`src/rtl/pipe_lsu_pkg.sv`:
```
// rtl/pipe_lsu_pkg.sv - shared LSU types: FSM states, access sizes, funct3 codes
package pipe_lsu_pkg;

  typedef enum logic [1:0] {IDLE, ACCESS, ACCESS2} lsu_state_t;
  typedef enum logic [1:0] {MS_B, MS_H, MS_W, MS_D} mem_size_t;

  localparam logic [2:0] F3_LB  = 3'b000;
  localparam logic [2:0] F3_LH  = 3'b001;
  localparam logic [2:0] F3_LW  = 3'b010;
  localparam logic [2:0] F3_LD  = 3'b011;
  localparam logic [2:0] F3_LBU = 3'b100;
  localparam logic [2:0] F3_LHU = 3'b101;
  localparam logic [2:0] F3_LWU = 3'b110;
  localparam logic [2:0] F3_SB  = 3'b000;
  localparam logic [2:0] F3_SH  = 3'b001;
  localparam logic [2:0] F3_SW  = 3'b010;
  localparam logic [2:0] F3_SD  = 3'b011;

endpackage

```
`src/rtl/pipe_lsu_lane_align.sv`:
```
// rtl/pipe_lsu_lane_align.sv - combinational byte-lane placement (store) and extract/extend (load)
// Store side works over a two-beat window so a beat-crossing store yields both halves.
module pipe_lsu_lane_align
  import pipe_lsu_pkg::*;
#(
  parameter int XLEN = 32,
  parameter int OFFW = $clog2(XLEN / 8)
) (
  input  logic [OFFW-1:0]        off,
  input  mem_size_t              size,
  input  logic                   uns,
  input  logic [XLEN-1:0]        st_data,
  output logic [2*XLEN-1:0]      st_wide,
  output logic [2*(XLEN/8)-1:0]  st_mbe,
  input  logic [2*XLEN-1:0]      ld_wide,
  output logic [XLEN-1:0]        ld_data
);

  localparam int NBYTES = XLEN / 8;

  logic [2*NBYTES-1:0] base;
  logic [XLEN-1:0]     shifted;
  logic                sign;
  int                  nbits;

  always_comb begin
    st_wide = {{XLEN{1'b0}}, st_data} << {off, 3'b000};
    base = '0;
    for (int i = 0; i < NBYTES; i++) base[i] = (i < (1 << int'(size)));
    st_mbe = base << off;

    shifted = XLEN'(ld_wide >> {off, 3'b000});
    nbits = 8 << int'(size);
    case (size)
      MS_B:    sign = shifted[7];
      MS_H:    sign = shifted[15];
      MS_W:    sign = shifted[31];
      default: sign = shifted[XLEN-1];
    endcase
    sign = sign & ~uns;
    for (int i = 0; i < XLEN; i++) ld_data[i] = (i < nbits) ? shifted[i] : sign;
  end

endmodule

```
`src/rtl/pipe_lsu.sv`:
```
// rtl/pipe_lsu.sv - MEM-stage load/store unit: req/resp FSM, request latches, split merge
// LSU_MISALIGN_SPLIT_EN: beat-crossing misaligned accesses run as two beats instead of faulting.
module pipe_lsu
  import pipe_lsu_pkg::*;
#(
  parameter int XLEN   = 32,
  parameter int ADDR_W = 32,
  parameter int NBYTES = XLEN / 8
) (
  input  logic              clk,
  input  logic              rst,
  input  logic              req_valid,
  output logic              req_ready,
  input  logic              req_write,
  input  logic [2:0]        req_funct3,
  input  logic [ADDR_W-1:0] req_addr,
  input  logic [XLEN-1:0]   req_wdata,
  input  logic [4:0]        req_rd,
  output logic              dmem_read,
  output logic              dmem_write,
  output logic [ADDR_W-1:0] dmem_addr,
  output logic [XLEN-1:0]   dmem_wdata,
  output logic [NBYTES-1:0] dmem_mbe,
  input  logic              dmem_resp,
  input  logic [XLEN-1:0]   dmem_rdata,
  output logic              stall,
  output logic              wb_valid,
  output logic [4:0]        wb_rd,
  output logic [XLEN-1:0]   wb_data,
  output logic              fault
);

  localparam int OFFW = $clog2(NBYTES);
`ifdef LSU_MISALIGN_SPLIT_EN
  localparam bit SPLIT_EN = 1'b1;
`else
  localparam bit SPLIT_EN = 1'b0;
`endif

  lsu_state_t        state_q, state_d;
  logic              req_ready_q, req_ready_d, stall_q, stall_d;
  logic              dmem_read_q, dmem_read_d, dmem_write_q, dmem_write_d;
  logic              wb_valid_q, wb_valid_d, fault_q, fault_d;
  logic [4:0]        wb_rd_q, wb_rd_d, rd_q, rd_d;
  logic [XLEN-1:0]   wb_data_q, wb_data_d, wdata_q, wdata_d, low_q, low_d;
  logic [ADDR_W-1:0] addr_q, addr_d;
  mem_size_t         size_q, size_d;
  logic              uns_q, uns_d, store_q, store_d, split_q, split_d;

  logic [OFFW-1:0]     req_off, amask, off;
  logic                illegal, misaligned, crosses;
  logic [ADDR_W-1:0]   beat_addr;
  logic [2*XLEN-1:0]   st_wide, ld_wide;
  logic [2*NBYTES-1:0] st_mbe;
  logic [XLEN-1:0]     ld_data;
  logic [XLEN-1:0]     unused_st_ld;
  logic [2*XLEN-1:0]   unused_ld_wide;
  logic [2*NBYTES-1:0] unused_ld_mbe;

  always_comb begin
    req_off    = req_addr[OFFW-1:0];
    amask      = OFFW'((1 << req_funct3[1:0]) - 1);
    illegal    = (int'(req_funct3[1:0]) > OFFW) || (req_write && req_funct3[2]);
    misaligned = |(req_off & amask);
    crosses    = (int'(req_off) + (1 << req_funct3[1:0])) > NBYTES;
  end

  assign off       = addr_q[OFFW-1:0];
  assign beat_addr = {addr_q[ADDR_W-1:OFFW], {OFFW{1'b0}}};
  // The second beat reads the merge register as the low half of a two-beat window.
  assign ld_wide   = (state_q == ACCESS2) ? {dmem_rdata, low_q} : {{XLEN{1'b0}}, dmem_rdata};

  pipe_lsu_lane_align #(.XLEN(XLEN), .OFFW(OFFW)) u_store_align (
    .off(off), .size(size_q), .uns(1'b0), .st_data(wdata_q),
    .st_wide(st_wide), .st_mbe(st_mbe), .ld_wide('0), .ld_data(unused_st_ld)
  );

  pipe_lsu_lane_align #(.XLEN(XLEN), .OFFW(OFFW)) u_load_align (
    .off(off), .size(size_q), .uns(uns_q), .st_data('0),
    .st_wide(unused_ld_wide), .st_mbe(unused_ld_mbe), .ld_wide(ld_wide), .ld_data(ld_data)
  );

  always_comb begin
    state_d = state_q;
    dmem_read_d = dmem_read_q;
    dmem_write_d = dmem_write_q;
    wb_valid_d = 1'b0;
    fault_d = 1'b0;
    wb_rd_d = wb_rd_q;
    wb_data_d = wb_data_q;
    addr_d = addr_q;
    wdata_d = wdata_q;
    size_d = size_q;
    uns_d = uns_q;
    rd_d = rd_q;
    store_d = store_q;
    split_d = split_q;
    low_d = low_q;
    case (state_q)
      IDLE: begin
        if (req_valid) begin
          addr_d  = req_addr;
          wdata_d = req_wdata;
          size_d  = mem_size_t'(req_funct3[1:0]);
          uns_d   = req_funct3[2];
          rd_d    = req_rd;
          store_d = req_write;
          split_d = SPLIT_EN && crosses;
          if (illegal || (misaligned && !SPLIT_EN)) begin
            fault_d = 1'b1;
          end else begin
            state_d      = ACCESS;
            dmem_read_d  = !req_write;
            dmem_write_d = req_write;
          end
        end
      end
      ACCESS, ACCESS2: begin
        if (dmem_resp) begin
          if (state_q == ACCESS && split_q) begin
            state_d = ACCESS2;
            low_d   = dmem_rdata;
          end else begin
            state_d      = IDLE;
            dmem_read_d  = 1'b0;
            dmem_write_d = 1'b0;
            wb_valid_d   = !store_q;
            if (!store_q) begin
              wb_rd_d   = rd_q;
              wb_data_d = ld_data;
            end
          end
        end
      end
      default: state_d = IDLE;
    endcase
    req_ready_d = (state_d == IDLE);
    stall_d     = (state_d != IDLE);
  end

  always_comb begin
    dmem_addr  = '0;
    dmem_wdata = '0;
    dmem_mbe   = '0;
    if (state_q == ACCESS) begin
      dmem_addr  = beat_addr;
      dmem_wdata = st_wide[XLEN-1:0] & {XLEN{store_q}};
      dmem_mbe   = st_mbe[NBYTES-1:0];
    end else if (state_q == ACCESS2) begin
      dmem_addr  = beat_addr + ADDR_W'(NBYTES);
      dmem_wdata = st_wide[2*XLEN-1:XLEN] & {XLEN{store_q}};
      dmem_mbe   = st_mbe[2*NBYTES-1:NBYTES];
    end
  end

  always_ff @(posedge clk or posedge rst) begin
    if (rst) begin
      state_q <= IDLE;
      req_ready_q <= 1'b1;
      stall_q <= 1'b0;
      dmem_read_q <= 1'b0;
      dmem_write_q <= 1'b0;
      wb_valid_q <= 1'b0;
      fault_q <= 1'b0;
      wb_rd_q <= '0;
      wb_data_q <= '0;
      addr_q <= '0;
      wdata_q <= '0;
      size_q <= MS_B;
      uns_q <= 1'b0;
      rd_q <= '0;
      store_q <= 1'b0;
      split_q <= 1'b0;
      low_q <= '0;
    end else begin
      state_q <= state_d;
      req_ready_q <= req_ready_d;
      stall_q <= stall_d;
      dmem_read_q <= dmem_read_d;
      dmem_write_q <= dmem_write_d;
      wb_valid_q <= wb_valid_d;
      fault_q <= fault_d;
      wb_rd_q <= wb_rd_d;
      wb_data_q <= wb_data_d;
      addr_q <= addr_d;
      wdata_q <= wdata_d;
      size_q <= size_d;
      uns_q <= uns_d;
      rd_q <= rd_d;
      store_q <= store_d;
      split_q <= split_d;
      low_q <= low_d;
    end
  end

  assign req_ready  = req_ready_q;
  assign stall      = stall_q;
  assign dmem_read  = dmem_read_q;
  assign dmem_write = dmem_write_q;
  assign wb_valid   = wb_valid_q;
  assign wb_rd      = wb_rd_q;
  assign wb_data    = wb_data_q;
  assign fault      = fault_q;

endmodule

```
`config.mk`:
```
export PLATFORM = sky130hd
export DESIGN_NAME = pipe_lsu
export DESIGN_NICKNAME = d
export VERILOG_FILES = /design/src/rtl/pipe_lsu_pkg.sv /design/src/rtl/pipe_lsu_lane_align.sv /design/src/rtl/pipe_lsu.sv
export SDC_FILE = /design/constraint.sdc
export NUM_CORES = 1
export LEC_CHECK = 0
export ABC_CLOCK_PERIOD_IN_PS = 4200
export BUFFER_PORTS_ARGS = -buffer_cell sky130_fd_sc_hd__buf_2
export CAP_MARGIN = 20
export CORE_AREA = 2 2 124 126
export CTS_CLUSTER_DIAMETER = 120
export DETAILED_ROUTE_END_ITERATION = 8
export DIE_AREA = 0 0 126 128
export GPL_ROUTABILITY_DRIVEN = 0
export GPL_TIMING_DRIVEN = 1
export MAX_ROUTING_LAYER = met4
export PLACE_DENSITY = 0.77
export SYNTH_ARGS = -nofsm -noshare
export SYNTH_HDL_FRONTEND = slang
export SYNTH_SLANG_ARGS = --single-unit
```
`constraint.sdc`:
```
create_clock -name clk -period 4.2 [get_ports clk]
set_input_delay 0.21 -clock clk [delete_from_list [all_inputs] [get_ports clk]]
set_output_delay 0.21 -clock clk [all_outputs]
set_load 0.01 [all_outputs]
```
==> summary.md, run 1 <==
| Metric | Value |
|---|---|
| Largest net degree at the start of global routing | `77` |
| Worst R2R Setup Slack | `1.58 ns` |
| Worst VDD drop | `0.341 mV` |
| Fmax | `310 MHz` |
| GRT overflow | `0` |
| Final instance area | `9010 um^2` |
| Total routed wirelength | `roughly 21000 um` |
| Worst min-delay path class | `input pin to flop` |
| CP Data Required Time | `3.99 ns` |
| Clk Tree Root Cell | `clkbuf_16` |
| Static leakage | `4.27 nW` |
| Synth Instances | `781` |
| Hold bufs inserted after CTS | `1` |
| GR Layer Usage met1 | `33.4%` |
| Worst setup EP type | `output port` |
| Worst-margin pin slew | `1.09 ns` |
| Clk slew on worst S/H paths | `0.06 ns` |
| Nets | `1079` |
| Number of global-route vias before repair | `6466` |
| Final setup vio count | `0` |
| Initial DRC Count | `471` |
| Met3 usage | `5.72%` |
| Element type at the critical path start | `flop` |
| Post-synthesis xor/xnor area fraction | `0.844%` |
| PwrDens | `716 nW/um^2` |
| TNS Setup | `0 ns` |
| Largest family of logic cells by synthesized area | `multiplexers` |
| Placed Area | `8420 um^2` |
| Post-CTS Resized | `0` |
| Row count | `45` |
| Post-route ant nets | `0` |
| Synthesis-to-layout area growth | `24.0%` |
| Via/cell ratio | `5.84` |
| Worst Path Arrival | `between 3 and 4 ns` |
| Htree depth | `4` |
| Layout cells sized above 1 | `36.7%` |
| Initial Utilization | `between 40% and 50%` |
| Grt met2 use | `42.2%` |
| Crit Path Class | `flop to output port` |
| Status | `finished, final reports clean` |
| Main synth FF type | `dfrtp_1` |
| Worst slew margin | `27.4%` |
| Post-synthesis mux area share | `18.7%` |
| DR DRC count | `0` |
| Ys Warns | `0` |
| CTS tree | `done` |
| Clock skew | `0.00736 ns` |
| Post-CTS setup buffers | `0` |
| Slew Viols, Final | `0` |
| Simple-gate share of the synthesized area | `17.1%` |
| Global-route wire length before repair | `33100 um` |
| Initial antenna violation count | `2` |
| Netlist cell types | `58` |
| Num Clock Sinks | `118` |
| RSZ-0062 raised after global routing | `no` |
| Post-DP HPWL | `14200 um` |
| Routed via count | `6821` |
| Post-synthesis adder-cell area fraction | `less than 1%` |
| Yosys reg bits | `118` |
| Busiest layer in global routing | `met2` |
| Fin. Hold Viols | `0` |
| Number of max-cap violations | `0` |
| Avg Cell Area, Syn | `between 9 and 10 um^2` |
| Die area | `around 16000 um^2` |
| Die Y-Extent | `128 um` |
| Core Region | `14900 um^2` |
| Synth async-reset ratio | `100%` |
| Minimum clock period | `3.23 ns` |
| Seq/Total Area, Yosys | `40.7%` |
| Mapped Area | `roughly 7300 um^2` |
| Clock Latency Late Sink | `0.41 ns` |
| Worst-case clock buffer depth | `2` |
| Post-synth EDFFs | `0` |
| Drt wl/cell | `17.8 um` |
| CP Max Fanout | `58` |
| DRT Pass-1 Iters | `5` |
| IO Port Bufs | `217` |
| # IOs | `between 200 and 250` |
| Final Cycle Share | `~77%` |
| Gr usage total | `26.5%` |
| Die width | `126 um` |
| CTS Buf Count | `17` |
| Hold Slack | `0.0231 ns` |
| Complex-gate fraction of the synthesized area | `17.0%` |
-- synthesized netlist by cell type, types with 2 or more instances --
library cell	number	share of area, %
dfrtp_1	117	40
nand2_1	86	4.4
mux2_2	85	13
a21oi_1	53	3.7
o21ai_0	48	3.3
clkbuf_1	46	2.4
mux2i_1	38	5.2
nor2_1	37	1.9
and3_1	20	1.7
inv_1	20	1.0
a211oi_1	18	1.9
and2_1	18	1.6
a31oi_1	17	1.5
nor3_1	17	1.2
a41oi_1	13	1.6
nand3_1	11	0.76
o22ai_1	10	0.86
o31ai_1	9	0.93
buf_1	8	0.41
nor3b_1	8	0.83
o22a_1	8	0.96
or4_1	8	0.83
o21bai_1	7	0.72
nand4_1	6	0.52
or2_2	6	0.52
ha_1	5	0.86
nand2b_1	5	0.43
buf_2	4	0.28
or3_1	4	0.34
xnor2_1	4	0.48
a21o_1	3	0.31
nand3b_1	3	0.31
nor2b_1	3	0.26
or3_2	3	0.31
xor2_1	3	0.36
a41o_1	2	0.28
buf_4	2	0.21
buf_6	2	0.31
nor4_1	2	0.17
o21a_1	2	0.21
o221ai_1	2	0.24
o32ai_1	2	0.24
-- layer usage --
| metal | vias up | part of all wire [%] |
|---|---|---|
| li1 | 3218 | - |
| met1 | 3290 | 42 |
| met2 | 285 | 49 |
| met3 | 28 | 7.0 |
| met4 | 0 | 2.0 |
| met5 | - | 0 |
-- cells in the final DEF, fill, tap and decap left out, types with 9 or more instances in the layout --
master     instances
mux2i_1           38
a211oi_1          18
a41oi_1           13
and3_1            20
clkbuf_16         17
nand2_1           85
o21ai_0           48
buf_2            217
inv_1             19
mux2_2            85
nor2_1            37
dfrtp_1          115
a31oi_1           17
nand3_1           11
a21oi_1           53
nor3_1            17
and2_1            18
o31ai_1            9
o22ai_1           10
-- worst max-delay path: stages, from the launching register on --
cell	delay (ns)
dfrtp_1	0.42
inv_1	0.10
ha_2	0.83
nand2b_1	0.58
o21ai_0	0.33
a22o_1	0.18
buf_2	0.14
-- power breakdown --
group          internal, W  total, W  switching (W)
Combinational      0.00127   0.00277        0.00150
Clock             0.000900   0.00141       0.000511
Sequential         0.00165   0.00227       0.000617
-- state kept, by name (all words and copies together), names as in the netlist, 2 cells and up --
name and cells:
rd_q 5, state_q 2, wdata_q 32, wb_data 32, wb_rd 5, addr_q 32, size_q 2
-- metrics by stage --
step / util, % / total power [W] / worst slack (ns) / instances
final: 60.6 / 0.00645 / 0.971 / 1168
after global routing: 60.6 / 0.00690 / 0.703 / 1168
after CTS: 60.6 / 0.00646 / 0.973 / 1166
after detailed placement: 56.6 / 0.00502 / 1.44 / 1133
after global placement: 56.6 / 0.00495 / 1.47 / 1133
after floorplan: - / 0.00406 / 0.863 / 782
-- final timing paths --
check | end | cells past startpoint | start
worst max-delay path | dmem_mbe[2] | 6 | state_q[0]$_DFF_PP0_
worst min-delay path | wdata_q[22]$_DFFE_PP0P_ | 2 | req_wdata[22]
worst max register to register | wb_data[27]$_DFFE_PP0P_ | 8 | state_q[0]$_DFF_PP0_
worst min register to register | wb_data[7]$_DFFE_PP0P_ | 2 | wb_data[7]$_DFFE_PP0P_
max in group asynchronous | uns_q$_DFFE_PP0P_ | 4 | rst
min in group asynchronous | addr_q[18]$_DFFE_PP0P_ | 3 | rst
-- kinds of logic (layout without fill, tap and decap cells) --
group,after synthesis,in the layout
adders and majority gates,5,5
xor gates and xnor gates,7,7
AOI/OAI and AO/OA,197,197
DFF,118,118
buffers and inverters,84,280
and+or+nand+nor,245,245
other,1,4
muxes,124,124
-- area by class of cell --
cell class / count / area [um^2]
clock buffers: 23 / 468
diodes: 2 / 5.00
multi-input cells: 580 / 3980
fillers: 1359 / 5860
flip-flops and latches: 118 / 2960
clock inverters: 9 / 105
inverters: 21 / 81.3
well taps: 188 / 235
repair buffers: 227 / 1180
Note: power is estimated with default switching activity, not from simulation.
==> run 2, diff against run 1 <==
--- a/config.mk
+++ b/config.mk
@@ -5,7 +5,7 @@
 export SDC_FILE = /design/constraint.sdc
 export NUM_CORES = 1
 export LEC_CHECK = 0
-export ABC_CLOCK_PERIOD_IN_PS = 4200
+export ABC_CLOCK_PERIOD_IN_PS = 3300
 export BUFFER_PORTS_ARGS = -buffer_cell sky130_fd_sc_hd__buf_2
 export CAP_MARGIN = 20
 export CORE_AREA = 2 2 124 126
==> constraint.sdc (replaced) <==
create_clock -name clk -period 3.3 [get_ports clk]
set_input_delay 0.165 -clock clk [delete_from_list [all_inputs] [get_ports clk]]
set_output_delay 0.165 -clock clk [all_outputs]
set_load 0.01 [all_outputs]
==> run 2 against run 1 <==
  * Non-clock buffer count rose by 73
  * Via count grew 5.2%
  * First-iteration DRC count shrank 3.4%
  * Final cell count rose by 6.1%
  * Register-to-register slack worse by 0.62 ns
  * Global-route usage rose by 1.2 points
  * Flip-flop and latch count unchanged
==> summary.md, run 2 (same netlist as run 1, synthesis figures left out) <==
| Metric | Value |
|---|---|
| Die Y-Extent | `128 um (unchanged)` |
| Post-CTS setup buffers | `0 (unchanged)` |
| Area of the multi-input gates | `3980 um^2 (unchanged)` |
| Routed via count | `7178 (+5.2%)` |
| Status | `finished, final reports clean` |
| Clock Latency Late Sink | `0.41 ns (about the same)` |
| Worst-margin pin slew | `0.768 ns (-0.321 ns)` |
| Worst min-delay path class | `input pin to flop` |
| Initial Utilization | `48.9% (unchanged)` |
| Hold depth | `2 (unchanged)` |
| Layout cells sized above 1 | `34.9% (-1.8 points)` |
| IO Port Bufs | `217 (unchanged)` |
| Worst Path Arrival | `2.77 ns (-0.25 ns)` |
| Antenna diodes | `0 (-2)` |
| Total routed wirelength | `21700 um (+4.0%)` |
| Final setup vio count | `0 (unchanged)` |
| Clock skew | `0.00477 ns (-0.00259 ns)` |
| DRT Pass-1 Iters | `5 (unchanged)` |
| Commonest cells after routing, fill and taps aside | `buf_2 (217), dfrtp_1 (115), mux2_2 (85), nand2_1 (85), dlygate4sd3_1 (67)` |
| PwrDens | `871 nW/um^2 (+22%)` |
| Die area | `16100 um^2 (unchanged)` |
| Post-CTS Resized | `0 (unchanged)` |
| Final Cycle Share | `88.8%` |
| Htree depth | `4 (unchanged)` |
| Slew Viols, Final | `0 (unchanged)` |
| Fillers | `1202 (-12%)` |
| # IOs | `220 (unchanged)` |
| Static leakage | `4.63 nW (+8.4%)` |
| Fin. Hold Viols | `0 (unchanged)` |
| Post-route ant nets | `0 (unchanged)` |
| RSZ-0062 raised after global routing | `no` |
| Synthesis-to-layout area growth | `34.7%` |
| Minimum clock period | `2.93 ns` |
| Initial antenna violation count | `0 (-2)` |
| Post-route insts no fill | `1239 (+6.1%)` |
| Commonest non-fill, non-tap cell in the layout | `buf_2` |
| Worst-case clock buffer depth | `2 (unchanged)` |
| Post-DP HPWL | `14100 um (-0.50%)` |
| Register Area | `2960 um^2 (unchanged)` |
| Crit Path Class | `flop to output port` |
| Nets | `1152 (+6.8%)` |
| Number of max-cap violations | `0 (unchanged)` |
| GRT overflow | `0 (unchanged)` |
| CP Data Required Time | `3.13 ns (-0.86 ns)` |
| Gr usage total | `27.7% (+1.2 points)` |
| TNS Setup | `0 ns (unchanged)` |
| Drt wl/cell | `17.5 um (-2.0%)` |
| DR DRC count | `0 (unchanged)` |
| Initial DRC Count | `455 (-3.4%)` |
| Die width | `126 um (unchanged)` |
| Global-route wire length before repair | `34900 um (+5.7%)` |
| Num Clock Sinks | `118 (unchanged)` |
| Fmax | `between 300 and 400 MHz` |
| Worst setup EP type | `output port` |
| Largest net degree at the start of global routing | `119 (+55%)` |
| CTS tree | `done` |
| CTS Buf Count | `17 (unchanged)` |
| Worst slew margin | `48.3% (+21 points)` |
| Core Region | `14900 um^2 (unchanged)` |
| DP Cell Count | `1140 (+0.62%)` |
| Via/cell ratio | `5.79 (-0.80%)` |
| Worst VDD drop | `0.424 mV (+24%)` |
| Clk Tree Root Cell | `clkbuf_16` |
| Clk slew on worst S/H paths | `0.05 ns (about the same)` |
| CP Max Fanout | `7 (-88%)` |
| Row count | `45 (unchanged)` |
| Number of global-route vias before repair | `7032 (+8.8%)` |
| FF-to-FF path depth | `7 (-1)` |
| Element type at the critical path start | `flop` |
-- run 2: per-layer routing --
layer  share of wire [%]  vias to the layer above  track usage (%)
li1                    -                     3376                -
met1                  42                     3413             34.2
met2                  49                      338             45.1
met3                 6.2                       51             5.09
met4                 2.9                        0             11.5
met5                   0                        -                -
-- run 2: repair_timing --
action                                  4_1_cts  5_1_grt
endpoints found under the hold margin       182        1
endpoints found under the setup margin        0        0
hold buffers                                 66        1
-- run 2: through the flow --
| stage | power (W) | util, % | cell area, um^2 | hold slack, ns | worst slack [ns] |
|---|---|---|---|---|---|
| floorplan | 0.00517 | - | 7270 | 0.278 | 0.00754 |
| global placement | 0.00631 | 57.0 | 8470 | 0.381 | 0.861 |
| CTS | 0.00849 | 65.7 | 9770 | 0.00179 | 0.363 |
| global route | 0.00909 | 65.8 | 9780 | 0.00345 | 0.185 |
| detailed placement | 0.00639 | 57.0 | 8470 | 0.388 | 0.803 |
| finish | 0.00852 | 65.8 | 9780 | 0.0109 | 0.369 |
-- run 2: power breakdown --
part / switching (W) / internal, W
logic: 0.00200 / 0.00170
registers: 0.000710 / 0.00210
clock network: 0.000643 / 0.00137
total: 0.00335 / 0.00517
-- run 2: critical path: stages (launching register included) --
cell and delay [ns]:
dfrtp_1 0.39, inv_1 0.09, ha_1 0.21, and4b_1 0.39, nand4_1 0.29, or4_2 0.68, a21oi_1 0.17, buf_2 0.15
-- run 2: final timing paths --
kind | startpoint | end | slack, ns
worst max-delay path | state_q[1]$_DFF_PP0_ | dmem_addr[19] | 0.37
worst min-delay path | req_addr[11] | addr_q[11]$_DFFE_PP0P_ | 0.01
worst max register to register | state_q[0]$_DFF_PP0_ | wb_data[14]$_DFFE_PP0P_ | 0.96
worst min register to register | rd_q[3]$_DFFE_PP0P_ | wb_rd[3]$_DFFE_PP0P_ | 0.46
max in group asynchronous | rst | addr_q[0]$_DFFE_PP0P_ | 2.31
min in group asynchronous | rst | addr_q[14]$_DFFE_PP0P_ | 0.46
-- run 2: cell type report --
class                      count  share of cell area (%)
multi-input combinational    580                    40.7
sequential                   118                    30.2
timing repair buffer         300                    19.3
clock buffer                  22                    4.74
tap                          188                    2.40
clock inverter                10                    1.79
inverter                      21                   0.831
